$ cat config.mk
export PLATFORM = sky130hd
export DESIGN_NAME = muxn_stream
export DESIGN_NICKNAME = d
export VERILOG_FILES = /design/src/rtl/muxn_pkg.sv /design/src/rtl/rr_arbiter.sv /design/src/rtl/muxn_stream.sv
export SDC_FILE = /design/constraint.sdc
export NUM_CORES = 1
export LEC_CHECK = 0
export CORE_MARGIN = 4
export CORE_UTILIZATION = 49
export DETAILED_ROUTE_END_ITERATION = 10
export PLACE_DENSITY = 0.86
export SLEW_MARGIN = 20
export SYNTH_ARGS = -nofsm -noshare
export SYNTH_HDL_FRONTEND = slang
export SYNTH_SLANG_ARGS = --single-unit
$ cat constraint.sdc
create_clock -name clk -period 5.5 [get_ports clk]
set_clock_uncertainty 0.05 [all_clocks]
set_input_delay 0.55 -clock clk [delete_from_list [all_inputs] [get_ports clk]]
set_output_delay 0.55 -clock clk [all_outputs]
set_load 0.03 [all_outputs]
$ cat src/rtl/muxn_pkg.sv
// Shared definitions for the N-channel stream multiplexer: mode encodings
// and a one-hot to binary index helper.
package muxn_pkg;

    localparam logic MODE_FIXED = 1'b0;
    localparam logic MODE_RR    = 1'b1;

    // Supports up to 16 channels; callers zero-extend narrower one-hot vectors.
    function automatic int unsigned onehot_to_idx(input logic [15:0] oh);
        int unsigned idx;
        idx = 0;
        for (int unsigned i = 0; i < 16; i++) begin
            if (oh[i]) idx = idx | i;
        end
        return idx;
    endfunction

endpackage

$ cat src/rtl/rr_arbiter.sv
// Combinational round-robin arbiter: the first requester at or after ptr,
// wrapping past NCH-1 back to 0, receives the one-hot grant.
module rr_arbiter
    import muxn_pkg::*;
#(
    parameter int NCH = 4,
    localparam int SELW = $clog2(NCH)
) (
    input  logic [NCH-1:0]  req,
    input  logic [SELW-1:0] ptr,
    output logic [NCH-1:0]  grant,
    output logic [SELW-1:0] grant_idx,
    output logic            any_grant
);

    always_comb begin
        int unsigned idx;
        logic        found;
        grant = '0;
        found = 1'b0;
        for (int unsigned k = 0; k < NCH; k++) begin
            idx = (int'(ptr) + k) % NCH;
            if (!found && req[idx]) begin
                grant[idx] = 1'b1;
                found      = 1'b1;
            end
        end
    end

    assign grant_idx = SELW'(onehot_to_idx(16'(grant)));
    assign any_grant = |grant;

endmodule

$ cat src/rtl/muxn_stream.sv
// N-channel valid/ready stream multiplexer with fixed-select or round-robin
// arbitration feeding a single registered output stage.
module muxn_stream
    import muxn_pkg::*;
#(
    parameter int WIDTH = 8,
    parameter int NCH = 4,
    localparam int SELW = $clog2(NCH)
) (
    input  logic                 clk,
    input  logic                 reset,
    input  logic                 mode,
    input  logic [SELW-1:0]      sel,
    input  logic [NCH-1:0]       in_valid,
    input  logic [NCH*WIDTH-1:0] in_data,
    output logic [NCH-1:0]       in_ready,
    output logic                 out_valid,
    output logic [WIDTH-1:0]     out_data,
    output logic [SELW-1:0]      out_chan,
    input  logic                 out_ready
);

    logic             out_valid_q, out_valid_d;
    logic [WIDTH-1:0] out_data_q, out_data_d;
    logic [SELW-1:0]  out_chan_q, out_chan_d;
    logic [SELW-1:0]  ptr_q, ptr_d;

    logic [NCH-1:0]   rr_grant;
    logic [SELW-1:0]  rr_idx;
    logic             rr_any;
    logic [NCH-1:0]   fix_grant;
    logic [NCH-1:0]   grant;
    logic [SELW-1:0]  gidx;
    logic             space;
    logic             accept;
    logic [WIDTH-1:0] chan_data [NCH];
    logic [WIDTH-1:0] sel_data;

    rr_arbiter #(.NCH(NCH)) u_arb (
        .req       (in_valid),
        .ptr       (ptr_q),
        .grant     (rr_grant),
        .grant_idx (rr_idx),
        .any_grant (rr_any)
    );

    always_comb begin
        fix_grant = '0;
        if (int'(sel) < NCH) fix_grant[sel] = in_valid[sel];
    end

    always_comb begin
        for (int unsigned i = 0; i < NCH; i++) chan_data[i] = in_data[i*WIDTH +: WIDTH];
    end

    assign grant    = (mode == MODE_RR) ? rr_grant : fix_grant;
    assign gidx     = (mode == MODE_RR) ? rr_idx : sel;
    assign space    = ~out_valid_q | out_ready;
    assign in_ready = reset ? '0 : (grant & {NCH{space}});
    assign accept   = |(in_valid & in_ready);

    always_comb begin
        sel_data = '0;
        if (int'(gidx) < NCH) sel_data = chan_data[gidx];
    end

    always_comb begin
        out_valid_d = out_valid_q;
        out_data_d  = out_data_q;
        out_chan_d  = out_chan_q;
        ptr_d       = ptr_q;
        if (accept) begin
            out_valid_d = 1'b1;
            out_data_d  = sel_data;
            out_chan_d  = gidx;
            if (mode == MODE_RR && rr_any) begin
                ptr_d = (int'(rr_idx) == NCH - 1) ? '0 : rr_idx + SELW'(1);
            end
        end else if (out_ready) begin
            out_valid_d = 1'b0;
        end
    end

    always_ff @(posedge clk or posedge reset) begin
        if (reset) begin
            out_valid_q <= 1'b0;
            out_data_q  <= '0;
            out_chan_q  <= '0;
            ptr_q       <= '0;
        end else begin
            out_valid_q <= out_valid_d;
            out_data_q  <= out_data_d;
            out_chan_q  <= out_chan_d;
            ptr_q       <= ptr_d;
        end
    end

    assign out_valid = out_valid_q;
    assign out_data  = out_data_q;
    assign out_chan  = out_chan_q;

endmodule

==> reports/qor.yml <==
timing:
  final-setup-viol-count: 0
  timing.final.crit_period_ns: 4.08
  finalHoldViolCount: 0
  rsz0062_at_grt: "no"
  tns_ns: 0
  max_clock_freq_ghz: 0.245
  slew-limit-headroom_pct: 39.1
  setup_slack_ns: 1.42
  fin_crit_sh_pct: 74.1
  finalMaxSlewViolations: 0
  tightestPinTransition_ns: 0.904
setup_path:
  path_depth: 10
  cp_data_required_time_ns: 4.90
  critPathTopFamily: "compound AO/OA/AOI/OAI gates"
  arrival_ns: 3.48
  max_stage_delay_ns: 0.65
  crit_path_max_fanout: 13
  crit_chain: "inv_1 > ha_1 > mux4_2 > a21oi_1 > a221o_1 > a21boi_0 > nor2_1 > a31oi_1 > nor2_1 > clkdlybuf4s50_1"
  crit_type: "reg -> out"
  crit_top_cell: "nor2_1"
  cp-start-kind: "register"
  r2r-start: "ptr_q[0]"
  cp_num_buf_inv: 2
  r2r_end: "out_data[2]"
  regToRegSetupSlack_ns: 1.71
  end_kind: "primary output"
  crit_path_end: "in_ready[1]"
  rr_worst_depth: 10
  crit_start: "ptr_q[0]"
  crit_slowest_cell: "dfrtp_1"
synthesis:
  netlist_top_cells_area: "dfrtp_1 (20%), mux2i_1 (8.1%), mux2_4 (7.5%)"
  netlist.area_leader.share_pct: 20.3
  synth_edf_count: 0
  synth_top_area_cell: "dfrtp_1"
  syn_nets: 234
  async_reset_ff_share_pct: 100
  synth_cell_types: 39
  syn_inst: 185
  avgSynthCellArea_um2: 8.67
  syn-cell-area_um2: 1600
  synth-seq-area-share_pct: 20.3
  synthFlopType: "dfrtp_1"
  synth-seq-cells: 13
  yosysWarnings: 0
pwr:
  p_leak_nw: 0.988
  peakVddDrop_v: 0.000242
  power.density_nw_per_um2: 525
final_layout:
  syn_to_final_growth_pct: 35.6
  nFillCells: 265
  multiInputGateArea_um2: 1130
  nNetsFinal: 285
  n_antenna_cell: 0
  drive_gt1_share_pct: 14.5
  regArea_um2: 325
  fin_cells: 279
die:
  core_area_um2: 3100
  dieArea_um2: 4250
  die_w_um: 65.2
  io_pins: 57
  start_util_pct: 51.7
  placementRows: 20
  die_h_um: 65.2
clock_tree:
  cts_resized: 0
  clkTransAtPathRegs_ns: 0.08
  cts-htree-levels: 1
  cts_tree: "built"
  clock_latency_ns: 0.28
  cts_buffers: 3
  cts_sinks: 13
  postCtsHoldBufs: 0
  clock_path_buffers: 2
  post_cts_buffers: 0
  cts_root_buf: "clkbuf_4"
global_routing:
  grt_antenna_before_repair: 0
  grt_overflow: 0
  grt_max_degree: 17
  grt_pass1_wl_um: 6820
  grt_pass1_vias: 1525
  grt_use_total_pct: 20.1
routing:
  route.detailed.wl_per_inst_um: 15.3
  routed_via_density: 5.87
  dr.pass1.iters: 4
  num_vias: 1638
  drtAntennaViolNets: 0
  drc_errors: 0
  wirelength_um: 4260
  first_iter_violations: 128
outcome:
  status: "finished clean"
placement:
  placed_cells: 275
  placement.io_buffers: 56
  hpwlAfterDp_um: 3420
  pre_cts_ws_ns: 1.57
  place_congestion: 0.934
job:
  max-cap-violations: 0
worst_hold_path:
  worstHoldStart: "out_data[0]"
  hp-class: "reg -> reg"
## flip-flops by register name (all words and copies together), names as in the netlist
| name | count |
|---|---|
| out_chan | 2 |
| out_data | 8 |
| ptr_q | 2 |
| out_valid | 1 |
## per-layer routing
layer	global-route usage, %	routed length (µm)
met1	24.6	1710
met2	34.8	2180
met3	6.15	323
met4	4.15	52
met5	0	0
## cell families (layout without fill, tap and decap cells)
logic type	count (synthesis)	count (layout)	synth area share, %
buf+inv	31	81	9.52
fa+ha+maj	7	7	5.46
mux	28	28	23.6
compound gates	49	49	22.4
simple gates	57	57	18.8
flops	13	13	20.3
## through the flow
step           power, mW  instance area, µm²  util (%)  hold slack (ns)
2_1_floorplan      0.858                1600         -            0.390
3_3_place_gp        1.06                2150      69.3            0.457
3_5_place_dp        1.08                2150      69.3            0.471
4_1_cts             1.14                2180      70.1            0.486
5_1_grt             1.24                2180      70.1            0.519
6_report            1.14                2180      70.1            0.481
## placed cells by master (no fill, tap or decap)
master           instances
a31oi_1                  1
a211oi_1                 1
mux4_1                   1
o21ai_0                  5
o21ai_2                  9
or2_2                    3
a221oi_2                 1
nand4_1                  8
a31o_1                   1
clkbuf_4                 3
mux2i_1                 13
a221o_1                  2
nor2_1                  10
and2_4                   1
mux4_2                   3
o22ai_1                  2
nand3_1                 18
o21a_1                   1
and2_1                   1
nand2_1                  8
a22oi_1                  9
buf_4                    1
a22o_1                   2
ha_1                     7
clkbuf_1                 1
inv_1                   20
o31ai_2                  1
nor2b_1                  1
a21boi_0                 1
a21o_1                   3
clkdlybuf4s50_1         56
a21oi_1                 10
nand3b_4                 1
mux2_4                   8
mux2_2                   3
dfrtp_1                 13
nor3_1                   3
nand2b_1                 3
## worst min-delay path by stage
stage,end,slack [ns],depth (start not counted)
3_3_place_gp,out_data[3],0.46,2
4_1_cts,out_data[0],0.49,2
2_1_floorplan,out_chan[0],0.39,1
3_5_place_dp,out_data[5],0.47,2
6_report,out_data[0],0.48,2
5_1_grt,out_data[4],0.52,2
## cell type report
class,instances,area share (%)
multi-input combinational,141,51.8
clock buffer,4,1.21
tap,44,2.53
inverter,20,3.45
sequential,13,15.0
timing repair buffer,57,26.1
## cells in the mapped netlist, drive strengths merged (2+ instances only)
cell type	n
buf	8
a21oi	10
a22oi	9
nand3	18
nor3	3
a221o	2
a21o	3
and2	2
a22o	2
nor2	10
mux2i	13
nand2b	3
or2	3
nand4	8
nand2	8
mux4	4
o21ai	14
ha	7
clkbuf	3
inv	20
dfrtp	13
o22ai	2
mux2	11
## report_power, final
| group | leakage, nW | internal [mW] | total (mW) | switching, mW |
|---|---|---|---|---|
| combinational | 0.823 | 0.395 | 0.888 | 0.493 |
| sequential | 0.150 | 0.144 | 0.193 | 0.0490 |
| clock | 0.0150 | 0.0282 | 0.0609 | 0.0327 |
## worst register-to-register path: stages (launching register included)
cell	delay, ns
dfrtp_1	0.65
inv_1	0.16
ha_1	0.43
mux4_2	0.41
a31o_1	0.23
a221oi_2	0.31
o21a_1	0.40
a21o_1	0.48
mux2_4	0.35
o21ai_2	0.11
mux2i_1	0.09
(Power assumes the default switching activity.)
